### src/rtl/i2c_target_responder.sv
// rtl/i2c_target_responder.sv - I2C target: START/STOP detect, 7-bit address match, write sink and stretched read source
`timescale 1ns/1ps
// Ports:
//   clk_i, rst_i              system clock, asynchronous active-high reset
//   scl_i, sda_i              raw (asynchronous) bus pin levels
//   scl_oe_o, sda_oe_o        1 = pull the pin low (open drain)
//   wr_data_o/wr_valid_o      byte written by the master, 1-cycle valid pulse
//   wr_ready_i                sink ready; sampled at the 8th data bit (0 gives NACK)
//   rd_req_o                  1-cycle request for the next read byte
//   rd_data_i/rd_valid_i      read byte supply, only looked at in RD_WAIT
//   start_o, stop_o, busy_o   bus condition pulses and bus-busy level
module i2c_target_responder #(
  parameter logic [6:0]  TARGET_ADDR = 7'h22,
  parameter int unsigned SDA_HOLD    = 4
) (
  input  logic       clk_i,
  input  logic       rst_i,
  input  logic       scl_i,
  input  logic       sda_i,
  output logic       scl_oe_o,
  output logic       sda_oe_o,
  output logic [7:0] wr_data_o,
  output logic       wr_valid_o,
  input  logic       wr_ready_i,
  output logic       rd_req_o,
  input  logic [7:0] rd_data_i,
  input  logic       rd_valid_i,
  output logic       start_o,
  output logic       stop_o,
  output logic       busy_o
);

  localparam int HW = $clog2(SDA_HOLD + 1);

  typedef enum logic [3:0] {
    S_IDLE, S_ADDR, S_ADDR_ACK, S_WR_BYTE, S_WR_ACK,
    S_WR_NACK, S_RD_WAIT, S_RD_BYTE, S_RD_ACK, S_IGNORE
  } state_t;

  // Input synchronisers; reset to the idle (high) level so leaving reset
  // never manufactures an edge.
  logic [1:0] scl_sync, sda_sync;
  logic       scl_prev, sda_prev;

  always_ff @(posedge clk_i or posedge rst_i) begin
    if (rst_i) begin
      scl_sync <= 2'b11;
      sda_sync <= 2'b11;
      scl_prev <= 1'b1;
      sda_prev <= 1'b1;
    end else begin
      scl_sync <= {scl_sync[0], scl_i};
      sda_sync <= {sda_sync[0], sda_i};
      scl_prev <= scl_sync[1];
      sda_prev <= sda_sync[1];
    end
  end

  logic scl_s, sda_s, scl_rise, scl_fall, start_det, stop_det;
  assign scl_s     = scl_sync[1];
  assign sda_s     = sda_sync[1];
  assign scl_rise  = scl_s & ~scl_prev;
  assign scl_fall  = ~scl_s & scl_prev;
  assign start_det = scl_s & scl_prev & sda_prev & ~sda_s;
  assign stop_det  = scl_s & scl_prev & ~sda_prev & sda_s;

  state_t        state, state_n;
  logic [2:0]    bit_cnt, bit_cnt_n;
  logic [7:0]    shreg, shreg_n;
  logic          rw, rw_n;
  // phase: ACK states = ACK currently driven; RD_WAIT = byte latched;
  // RD_ACK = master acknowledged, waiting for the fall.
  logic          phase, phase_n;
  logic [HW-1:0] hold_cnt, hold_cnt_n;
  logic          hold_load, hold_done;
  logic          sda_oe_n, scl_oe_n, wr_valid_n, rd_req_n, start_n, stop_n, busy_n;
  logic [7:0]    wr_data_n;

  // hold_done fires SDA_HOLD clocks after the last load of the counter
  assign hold_done = (hold_cnt == HW'(1));

  always_ff @(posedge clk_i or posedge rst_i) begin
    if (rst_i) begin
      state      <= S_IDLE;
      bit_cnt    <= 3'd0;
      shreg      <= 8'd0;
      rw         <= 1'b0;
      phase      <= 1'b0;
      hold_cnt   <= '0;
      sda_oe_o   <= 1'b0;
      scl_oe_o   <= 1'b0;
      wr_data_o  <= 8'd0;
      wr_valid_o <= 1'b0;
      rd_req_o   <= 1'b0;
      start_o    <= 1'b0;
      stop_o     <= 1'b0;
      busy_o     <= 1'b0;
    end else begin
      state      <= state_n;
      bit_cnt    <= bit_cnt_n;
      shreg      <= shreg_n;
      rw         <= rw_n;
      phase      <= phase_n;
      hold_cnt   <= hold_cnt_n;
      sda_oe_o   <= sda_oe_n;
      scl_oe_o   <= scl_oe_n;
      wr_data_o  <= wr_data_n;
      wr_valid_o <= wr_valid_n;
      rd_req_o   <= rd_req_n;
      start_o    <= start_n;
      stop_o     <= stop_n;
      busy_o     <= busy_n;
    end
  end

  always_comb begin
    state_n    = state;
    bit_cnt_n  = bit_cnt;
    shreg_n    = shreg;
    rw_n       = rw;
    phase_n    = phase;
    sda_oe_n   = sda_oe_o;
    scl_oe_n   = scl_oe_o;
    wr_data_n  = wr_data_o;
    busy_n     = busy_o;
    wr_valid_n = 1'b0;
    rd_req_n   = 1'b0;
    start_n    = 1'b0;
    stop_n     = 1'b0;
    hold_load  = scl_fall;
    hold_cnt_n = hold_cnt;

    if (start_det || stop_det) begin
      sda_oe_n  = 1'b0;
      scl_oe_n  = 1'b0;
      bit_cnt_n = 3'd0;
      phase_n   = 1'b0;
      if (start_det) begin
        state_n = S_ADDR;
        start_n = 1'b1;
        busy_n  = 1'b1;
      end else begin
        state_n = S_IDLE;
        stop_n  = 1'b1;
        busy_n  = 1'b0;
      end
    end else begin
      case (state)
        S_IDLE, S_IGNORE: begin
          sda_oe_n = 1'b0;
          scl_oe_n = 1'b0;
        end
        S_ADDR: begin
          if (scl_rise) begin
            shreg_n   = {shreg[6:0], sda_s};
            bit_cnt_n = bit_cnt + 3'd1;
            if (bit_cnt == 3'd7) begin
              bit_cnt_n = 3'd0;
              if (shreg[6:0] == TARGET_ADDR) begin
                rw_n    = sda_s;
                state_n = S_ADDR_ACK;
              end else begin
                state_n = S_IGNORE;
              end
            end
          end
        end
        S_ADDR_ACK, S_WR_ACK: begin
          // Drive ACK after the 8th fall; leave at the 9th fall. The next
          // state releases SDA after its own hold delay.
          if (hold_done && !phase) begin
            sda_oe_n = 1'b1;
            phase_n  = 1'b1;
          end else if (scl_fall && phase) begin
            phase_n = 1'b0;
            if (state == S_ADDR_ACK && rw) begin
              state_n  = S_RD_WAIT;
              scl_oe_n = 1'b1;
              rd_req_n = 1'b1;
            end else begin
              state_n   = S_WR_BYTE;
              bit_cnt_n = 3'd0;
            end
          end
        end
        S_WR_BYTE: begin
          if (hold_done) sda_oe_n = 1'b0;
          if (scl_rise) begin
            shreg_n   = {shreg[6:0], sda_s};
            bit_cnt_n = bit_cnt + 3'd1;
            if (bit_cnt == 3'd7) begin
              bit_cnt_n = 3'd0;
              if (wr_ready_i) begin
                wr_data_n  = {shreg[6:0], sda_s};
                wr_valid_n = 1'b1;
                state_n    = S_WR_ACK;
              end else begin
                state_n = S_WR_NACK;
              end
            end
          end
        end
        S_WR_NACK: begin
          if (scl_rise) state_n = S_IGNORE;
        end
        S_RD_WAIT: begin
          if (!phase) begin
            if (rd_valid_i) begin
              phase_n   = 1'b1;
              shreg_n   = rd_data_i;
              sda_oe_n  = ~rd_data_i[7];
              hold_load = 1'b1;  // restart the delay before SCL is let go
            end else if (hold_done) begin
              sda_oe_n = 1'b0;   // end of the preceding ACK
            end
          end else if (hold_done) begin
            scl_oe_n  = 1'b0;
            phase_n   = 1'b0;
            bit_cnt_n = 3'd0;
            state_n   = S_RD_BYTE;
          end
        end
        S_RD_BYTE: begin
          // bit_cnt counts bits already presented; bit7 was set in RD_WAIT
          if (hold_done) begin
            if (bit_cnt == 3'd7) begin
              sda_oe_n = 1'b0;
              state_n  = S_RD_ACK;
            end else begin
              shreg_n   = {shreg[6:0], 1'b0};
              bit_cnt_n = bit_cnt + 3'd1;
              sda_oe_n  = ~shreg[6];
            end
          end
        end
        S_RD_ACK: begin
          if (scl_rise) begin
            if (sda_s) state_n = S_IGNORE;
            else       phase_n = 1'b1;
          end else if (scl_fall && phase) begin
            phase_n  = 1'b0;
            state_n  = S_RD_WAIT;
            scl_oe_n = 1'b1;
            rd_req_n = 1'b1;
          end
        end
        default: begin
          state_n  = S_IDLE;
          sda_oe_n = 1'b0;
          scl_oe_n = 1'b0;
        end
      endcase
    end

    if (hold_load)          hold_cnt_n = HW'(SDA_HOLD);
    else if (hold_cnt != 0) hold_cnt_n = hold_cnt - 1'b1;
  end

endmodule
### config.mk
export PLATFORM = sky130hd
export DESIGN_NAME = i2c_target_responder
export DESIGN_NICKNAME = d
export VERILOG_FILES = /design/src/rtl/i2c_target_responder.sv
export SDC_FILE = /design/constraint.sdc
export NUM_CORES = 1
export LEC_CHECK = 0
export CORE_ASPECT_RATIO = 2
export CORE_UTILIZATION = 49
export DETAILED_ROUTE_END_ITERATION = 12
export PLACE_DENSITY = 0.81
export SLEW_MARGIN = 20
export SYNTH_ARGS = -nofsm -noshare
export SYNTH_HDL_FRONTEND = slang
export SYNTH_SLANG_ARGS = --single-unit
### constraint.sdc
create_clock -name clk_i -period 5.4 [get_ports clk_i]
set_input_delay 1.08 -clock clk_i [delete_from_list [all_inputs] [get_ports clk_i]]
set_output_delay 1.08 -clock clk_i [all_outputs]
set_load 0.03 [all_outputs]
==> impl_metrics.csv, run 1 <==
group,metric,value,unit
pwr,p_switching,0.561,mW
setup_path,crit_type,"input pin to register",
grt,grt_pass1_vias,1975,
min_path,hp-class,"register to register",
clocking,cts_buffers,5,
yosys,ys_seq_area_share,43.6,%
final_layout,drive_gt1_share,10.2,%
outcome,outcome,"completed",
final_layout,stdcell_area,0.00271,mm²
yosys,netlist_area,0.00231,mm²
setup_path,crit_path_max_fanout,7,
timing,setup_viol,0,
final_layout,nFillCells,416,
min_path,min_from,"scl_sync[0]",
drt,route.detailed.drc,0,
drt,drt-wirelength-per-cell,16.7,µm
pwr,clkPwrFrac,16.6,%
floorplan,initial_core_util,50.8,%
yosys,synth_edf_count,0,
clocking,cts_setup_buffers,0,
timing,min_period_over_period,48.8,%
yosys,synth_top_area_cell,"dfrtp_1",
setup_path,required,5.59,ns
drt,via_per_inst,6.06,
place,finalWeightedCongestion,0.941,
timing,worst_pin_slew,0.860,ns
timing,relSlewSlack,42.6,%
drt,totalWireLength,5360,µm
clocking,clock_sinks,40,
yosys,synthTopCellsByArea,"dfrtp_1 37%, mux2_1 8.3%, dfstp_2 6.8%, nand2_1 4.7%, a21oi_1 2.8%",
drt,vias,1940,
final_layout,final_core_util,59.6,%
floorplan,core,0.00455,mm²
final_layout,area_growth,17.3,%
final_layout,multi_input_area,0.00118,mm²
drt,firstDrtPassIters,5,
yosys,synth_most_common_cell,"dfrtp_1",
drt,drtAntennaViolNets,0,
clocking,cts_hold_buf,0,
final_layout,stdcell_count,320,
grt,grtUsageTotal,24.2,%
timing,max_freq,380,MHz
setup_path,r2r-start,"state[2]",
place,place_area,0.00261,mm²
yosys,synthDominantCellAreaShare,36.8,%
clocking,htreeDepth,2,
timing,fin_tns_setup,0,ns
grt,grt_pass1_wl,9010,µm
yosys,netlist_top_cells_count,"34 x dfrtp_1, 29 x nand2_1, 17 x mux2_1",
timing,rsz0062_at_grt,"no",
clocking,cts_resized,0,
setup_path,crit_path_start,"rd_valid_i",
timing,skew,0.0110,ns
clocking,clkTransAtPathRegs,0.08,ns
setup_path,end_kind,"register",
timing,drv_slew,0,
pwr,p_total,1.32,mW
yosys,syn-num-nets,257,
timing,min_period,2.63,ns
place,dp_cells,312,
setup_path,crit_arrival,2.82,ns
grt,grt.overflow.total,0,
yosys,yosysWarnings,0,
pwr,share_seq_of_total_power,39.3,%
yosys,postSynthCellCount,238,
floorplan,boundaryPins,29,
floorplan,dieHeight,99.2,µm
pwr,peakVddDrop,0.306,mV
clocking,clk_latency,0.30,ns
final_layout,seqCellArea,0.00101,mm²
grt,antenna_found_initial,0,
clocking,cts_tree,"built",
setup_path,cp-start-kind,"input pin",
pwr,powerDensity,485,mW/mm²
pwr,p_comb_share,44.1,%
grt,grt_start_max_net_pins,41,
final_layout,diodes,0,
final_layout,final_nets,283,
pwr,p_sw_share,42.6,%
pwr,leakagePower,1.18,nW
floorplan,die_x,50.6,µm
yosys,ys_ff_latch,40,
yosys,ys_types,59,
clocking,cts_root_buffer,"clkbuf_8",
clocking,clockBufferDepth,2,
yosys,synth_ff_type,"dfrtp_1",
place,dpl.hpwl,3850,µm
drt,drt_iter0_drc,89,
place,portBuffers,28,
yosys,avgSynthCellArea,9.72,µm²
yosys,async_flop_share,100,%
job,maxCapViolCount,0,
pwr,internal_power,0.755,mW
floorplan,dieArea,0.00502,mm²
timing,hold_viol,0,
floorplan,rows,35,
[final cells by class]
class                      count  share of cell area (%)
sequential                    40                    37.2
multi-input combinational    172                    43.7
timing repair buffer          30                    10.9
clock buffer                   8                    3.69
tap                           55                    2.54
inverter                      15                    2.07
[worst paths after layout]
| path | to | slack, ns | cells after the start |
|---|---|---|---|
| worst max-delay path | shreg[6] | 2.77 | 6 |
| worst min-delay path | scl_sync[1] | 0.36 | 0 |
| worst max register to register | scl_oe_o | 2.98 | 5 |
| worst min register to register | scl_sync[1] | 0.36 | 0 |
| max in group asynchronous | sda_sync[0] | 3.85 | 3 |
| min in group asynchronous | rw | 1.19 | 3 |
[metal layers]
metal  vias up  track usage [%]  wire length (µm)
met5         -                0                 0
met4         0             17.5               274
met3        27             2.75               172
met2        77             43.1              2990
met1       937             25.1              1920
li1        899                -                 -
[placed cells by master, fill, tap and decap left out, types with 8 or more instances in the layout]
cell type,instances
dfrtp_1,34
nand2_1,29
clkdlybuf4s50_1,28
mux2_1,17
inv_1,13
a21oi_1,13
nor2_1,13
o21ai_0,8
nor2b_1,8
[kinds of logic after synthesis]
logic type,Yosys count,share of synthesized area (%)
fa+ha+maj,5,2.70
buf+inv,26,5.19
flops,40,43.6
mux,22,10.4
simple gates,87,20.9
compound gates,56,16.4
xor+xnor,2,0.757
[registers in the layout, summed over array words and instances, names as in the netlist]
register and count:
hold_cnt 3, wr_data_o 8, scl_oe_o 1, phase 1, shreg 7, scl_prev 1
rw 1, stop_o 1, rd_req_o 1, sda_oe_o 1, scl_sync 2, state 4
sda_prev 1, bit_cnt 3, wr_valid_o 1, busy_o 1, start_o 1, sda_sync 2
[power groups by stage]
| stage | Sequential [mW] | Combinational [mW] | Clock, mW |
|---|---|---|---|
| floorplan | 0.441 | 0.517 | 0 |
| global placement | 0.514 | 0.552 | 0 |
| detailed placement | 0.518 | 0.571 | 0 |
| CTS | 0.512 | 0.577 | 0.224 |
| global route | 0.533 | 0.638 | 0.233 |
| finish | 0.517 | 0.580 | 0.218 |
[worst max-delay path, cell delays in order]
cell	delay, ns
clkdlybuf4s50_1	0.52
nor2b_1	0.24
a21oi_1	0.10
a31oi_1	0.21
nand4_2	0.27
mux2_1	0.41
[through the flow]
step           setup slack, ns  hold WS [ns]
3_3_place_gp              2.54         0.346
5_1_grt                   2.63         0.360
4_1_cts                   2.75         0.359
2_1_floorplan             3.20         0.345
3_5_place_dp              2.49         0.348
6_report                  2.77         0.357
No activity file was read; power rests on OpenSTA's default activity.
==> inputs of run 2 (changes only) <==
PLACE_DENSITY = 0.84   (was 0.81)
clock period = 2.3 ns   (was 5.4 ns; I/O delays follow)
==> run 2 against run 1 <==
Total power increased by 150%. Clock skew decreased by 0.0053 ns. Setup slack got worse by 2.6 ns. Non-clock buffer count grew 16. Die area stayed put. Sequential power grew 120%. Critical path type is now register to register. Critical endpoint is now shreg[4].
==> impl_metrics.csv, run 2 (synthesis results as in run 1) <==
group,metric,value,unit
place,dp_cells,328,
timing,min_period_over_period,90.8,%
pwr,powerDensity,1150,mW/mm²
timing,relSlewSlack,62.4,%
setup_path,end_kind,"register",
clocking,clockBufferDepth,2,
drt,route.detailed.drc,0,
min_path,hp-class,"register to register",
setup_path,endpoint,"shreg[4]",
grt,grt_start_max_net_pins,41,
clocking,clock_sinks,40,
grt,grt.overflow.total,0,
pwr,share_seq_of_total_power,34.7,%
drt,firstDrtPassIters,5,
final_layout,area_growth,22.8,%
setup_path,r2r-start,"bit_cnt[0]",
floorplan,initial_core_util,50.8,%
pwr,leakagePower,1.26,nW
final_layout,final_nets,299,
clocking,cts_root_buffer,"clkbuf_8",
job,maxCapViolCount,0,
final_layout,regMostFlops,"wr_data_o",
pwr,p_switching,1.33,mW
timing,drv_slew,0,
setup_path,worstReg2RegEnd,"shreg[4]",
clocking,clkTransAtPathRegs,0.08,ns
final_layout,largest_reg_flops,8,
drt,drt_iter0_drc,76,
final_layout,diodes,0,
clocking,clk_latency,0.29,ns
floorplan,rows,35,
setup_path,crit_type,"register to register",
pwr,peakVddDrop,0.715,mV
pwr,p_comb_share,48.0,%
floorplan,dieArea,0.00502,mm²
place,portBuffers,28,
setup_path,crit_arrival,2.26,ns
drt,totalWireLength,5600,µm
clocking,cts_buffers,5,
pwr,p_sw_share,41.0,%
grt,grt_pass1_vias,2031,
clocking,htreeDepth,2,
setup_path,rr_worst_depth,7,
final_layout,final_cell_mix,"34 x dfrtp_1, 29 x nand2_1, 28 x clkdlybuf4s50_1, 18 x buf_4, 17 x mux2_1",
place,pre_cts_slack,-0.00117,ns
outcome,outcome,"completed",
clocking,cts_tree,"built",
timing,worst_pin_slew,0.563,ns
drt,via_per_inst,5.99,
clocking,cts_hold_buf,0,
drt,vias,2014,
setup_path,cp-start-kind,"register",
pwr,clkPwrFrac,17.3,%
setup_path,required,2.48,ns
timing,skew,0.00571,ns
floorplan,die_x,50.6,µm
timing,hold_viol,0,
timing,max_freq,479,MHz
place,dpl.hpwl,4280,µm
timing,setup_viol,0,
drt,drt-wirelength-per-cell,16.7,µm
floorplan,dieHeight,99.2,µm
grt,grtUsageTotal,24.9,%
setup_path,r2r_slack,0.21,ns
timing,fin_tns_setup,0,ns
setup_path,crit_path_start,"bit_cnt[0]",
final_layout,stdcell_area,0.00284,mm²
grt,grt_pass1_wl,9310,µm
setup_path,crit_path_max_fanout,7,
final_layout,final_common_cell,"dfrtp_1",
pwr,internal_power,1.92,mW
final_layout,drive_gt1_share,15.3,%
drt,drtAntennaViolNets,0,
place,finalWeightedCongestion,0.989,
floorplan,boundaryPins,29,
timing,min_period,2.09,ns
timing,layout_setup_ws,0.212,ns
final_layout,reg_top3,"wr_data_o (8), shreg (7), state (4)",
clocking,cts_resized,0,
place,place_area,0.00273,mm²
final_layout,stdcell_count,336,
timing,whs,0.358,ns
floorplan,core,0.00455,mm²
timing,rsz0062_at_grt,"no",
clocking,cts_setup_buffers,0,
grt,antenna_found_initial,0,
run 2: cell types whose count changed in the layout (fill, tap and decap cells not counted):
cell / delta
buf_4: +16
bufinv_16: +1
clkinv_2: +1
clkbuf_8: -2
run 2: stage by stage:
step	power (mW)	util (%)
4_1_cts	3.25	62.4
5_1_grt	3.47	62.4
3_5_place_dp	2.68	60.0
2_1_floorplan	2.25	-
3_3_place_gp	2.64	60.0
6_report	3.25	62.4
run 2: layout make-up:
cell class / count / area [µm²]
fillers: 382 / 1710
flip-flops and latches: 40 / 1010
repair buffers: 46 / 415
well taps: 55 / 68.8
inverters: 15 / 56.3
clock inverters: 2 / 35.0
clock buffers: 6 / 72.6
multi-input cells: 172 / 1180
run 2: worst max-delay path, cell delays in order, from the launching register on:
cell	delay (ns)
dfrtp_1	0.40
ha_1	0.20
ha_1	0.27
nand3_1	0.11
o21ai_1	0.07
a21oi_1	0.26
nand4_2	0.28
mux2_1	0.39
run 2: how the worst min path moves through the flow:
stage               depth (start not counted)        start          end  slack (ns)
floorplan                                   0  scl_sync[0]  scl_sync[1]        0.35
global placement                            0  scl_sync[0]  scl_sync[1]        0.35
detailed placement                          0  scl_sync[0]  scl_sync[1]        0.35
CTS                                         0  scl_sync[0]  scl_sync[1]        0.36
global route                                0  scl_sync[0]  scl_sync[1]        0.36
finish                                      0  scl_sync[0]  scl_sync[1]        0.36
run 2: metal layers:
metal / track usage [%] / part of all wire (%)
met5: 0 / 0
met1: 24.9 / 36
met4: 18.2 / 5.8
met3: 3.52 / 3.1
met2: 44.6 / 55
run 2: power groups by stage:
stage / logic, mW / clock network (mW) / registers, mW
2_1_floorplan: 1.21 / 0 / 1.03
3_3_place_gp: 1.51 / 0 / 1.13
3_5_place_dp: 1.54 / 0 / 1.14
4_1_cts: 1.55 / 0.569 / 1.13
5_1_grt: 1.72 / 0.594 / 1.16
6_report: 1.56 / 0.561 / 1.13
==> patch, RTL diff (settings of run 2) <==
`shreg` no longer has a reset.
--- a/src/rtl/i2c_target_responder.sv
+++ b/src/rtl/i2c_target_responder.sv
@@ -84,5 +84,4 @@
       state      <= S_IDLE;
       bit_cnt    <= 3'd0;
-      shreg      <= 8'd0;
       rw         <= 1'b0;
       phase      <= 1'b0;
@@ -99,5 +98,4 @@
       state      <= state_n;
       bit_cnt    <= bit_cnt_n;
-      shreg      <= shreg_n;
       rw         <= rw_n;
       phase      <= phase_n;
@@ -112,4 +110,8 @@
       busy_o     <= busy_n;
     end
+  end
+
+  always_ff @(posedge clk_i) begin
+    shreg <= shreg_n;
   end
 
Function: no difference found for any inputs over 10 cycles, from zero or initial values and one cycle with rst_i high; that may be too few to reach the edited logic, so the function may still have changed.
==> patch against run 2 <==
Sequential cell count did not move. Setup slack got worse by 34 ps. Area after synthesis fell by 2.0%. Cell area fell by 1.5%. Wire length fell by 0.75%. Via count fell by 7.6%. Critical path type unchanged.
Power is not compared: it rests on default switching activity, and its combinational part moved more than twofold at a synthesized area within 25%.
==> patch: results (changes against run 2) <==
status: "finished, final reports clean"
synth_seq_area_share_pct: 46.0  # +2.4 points
synthTopCellsByArea: "dfrtp_1 30%, edfxtp_1 9.3%, dfstp_2 7.0%"
wirelength_um: 5560  # -0.75%
syn_nets: 237  # -7.8%
reg2reg_depth: 8  # +1
cp_slowest_cell: "or3_4"
worstPathArrival_ps: 2310  # +50 ps
placed_cell_area_mm2: 0.00268  # -1.9%
layout-drive-gt1-share_pct: 22.8  # +7.5 points
grt_pass1_wl_um: 9490  # +2.0%
finalNonFillerCells: 313  # -6.8%
async_reset_ff_share_pct: 82.5  # -18 points
grt_max_degree: 34  # -17%
grt_pass1_vias: 1962  # -3.4%
gp_congestion: 0.991  # +0.16%
drt_first_pass_iters: 4  # -1
relSlewSlack_pct: 66.8  # +4.3 points
syn_area_per_cell_um2: 10.4  # +7.0%
routed_via_density: 5.95  # -0.81%
grt_usage_pct: 25.7  # +0.82 points
crit_family: "compound AO/OA/AOI/OAI gates"
synth_edf_count: 7  # +7
fin_skew_ps: 6.38  # +0.675 ps
portBuffers: 28  # unchanged
dp_slack_ps: 91.3  # +92.5 ps
drt-initial-drc-count: 87  # +14%
path_max_fanout: 4  # -3
-- patch: timing repair --
action,4_1_cts,5_1_grt
resized for setup,0,1
hold endpoints to repair,0,0
endpoints found under the setup margin,0,3
-- patch: logic make-up (layout without fill, tap and decap cells) --
family          count (synthesis)  in the layout  synth area share (%)
xor+xnor                        2              2                 0.773
mux                            19             19                  9.22
compound gates                 51             51                  16.5
simple gates                   81             81                  20.6
buf+inv                        20             61                  4.08
fa+ha+maj                       5              5                  2.76
flops                          40             40                  46.0
-- patch: cell type report --
type | instances | area (um2)
Fill cell | 342 | 1580
Multi-Input combinational cell | 158 | 1140
Sequential cell | 40 | 1040
Timing Repair Buffer | 44 | 400
Clock buffer | 5 | 68.8
Tap cell | 54 | 67.6
Clock inverter | 3 | 42.5
Inverter | 9 | 33.8
-- patch: layer usage --
layer | track usage (%) | up-vias | routed length [um]
met5 | 0 | - | 0
met4 | 11.2 | 0 | 199
met3 | 3.43 | 17 | 190
met2 | 46.7 | 57 | 3130
met1 | 28.4 | 918 | 2030
li1 | - | 869 | -
-- patch: worst paths after layout --
kind | slack [ps] | startpoint | to
max reg2reg | 180 | bit_cnt[0]$_DFFE_PP0P_ | state[1]$_DFFE_PP0P_
min | 360 | scl_sync[0]$_DFF_PP1_ | scl_sync[1]$_DFF_PP1_
min reg2reg | 360 | scl_sync[0]$_DFF_PP1_ | scl_sync[1]$_DFF_PP1_
min in group asynchronous | 560 | rst_i | wr_data_o[0]$_DFFE_PP0P_
max in group asynchronous | 1410 | rst_i | scl_sync[1]$_DFF_PP1_
max | 180 | bit_cnt[0]$_DFFE_PP0P_ | state[1]$_DFFE_PP0P_
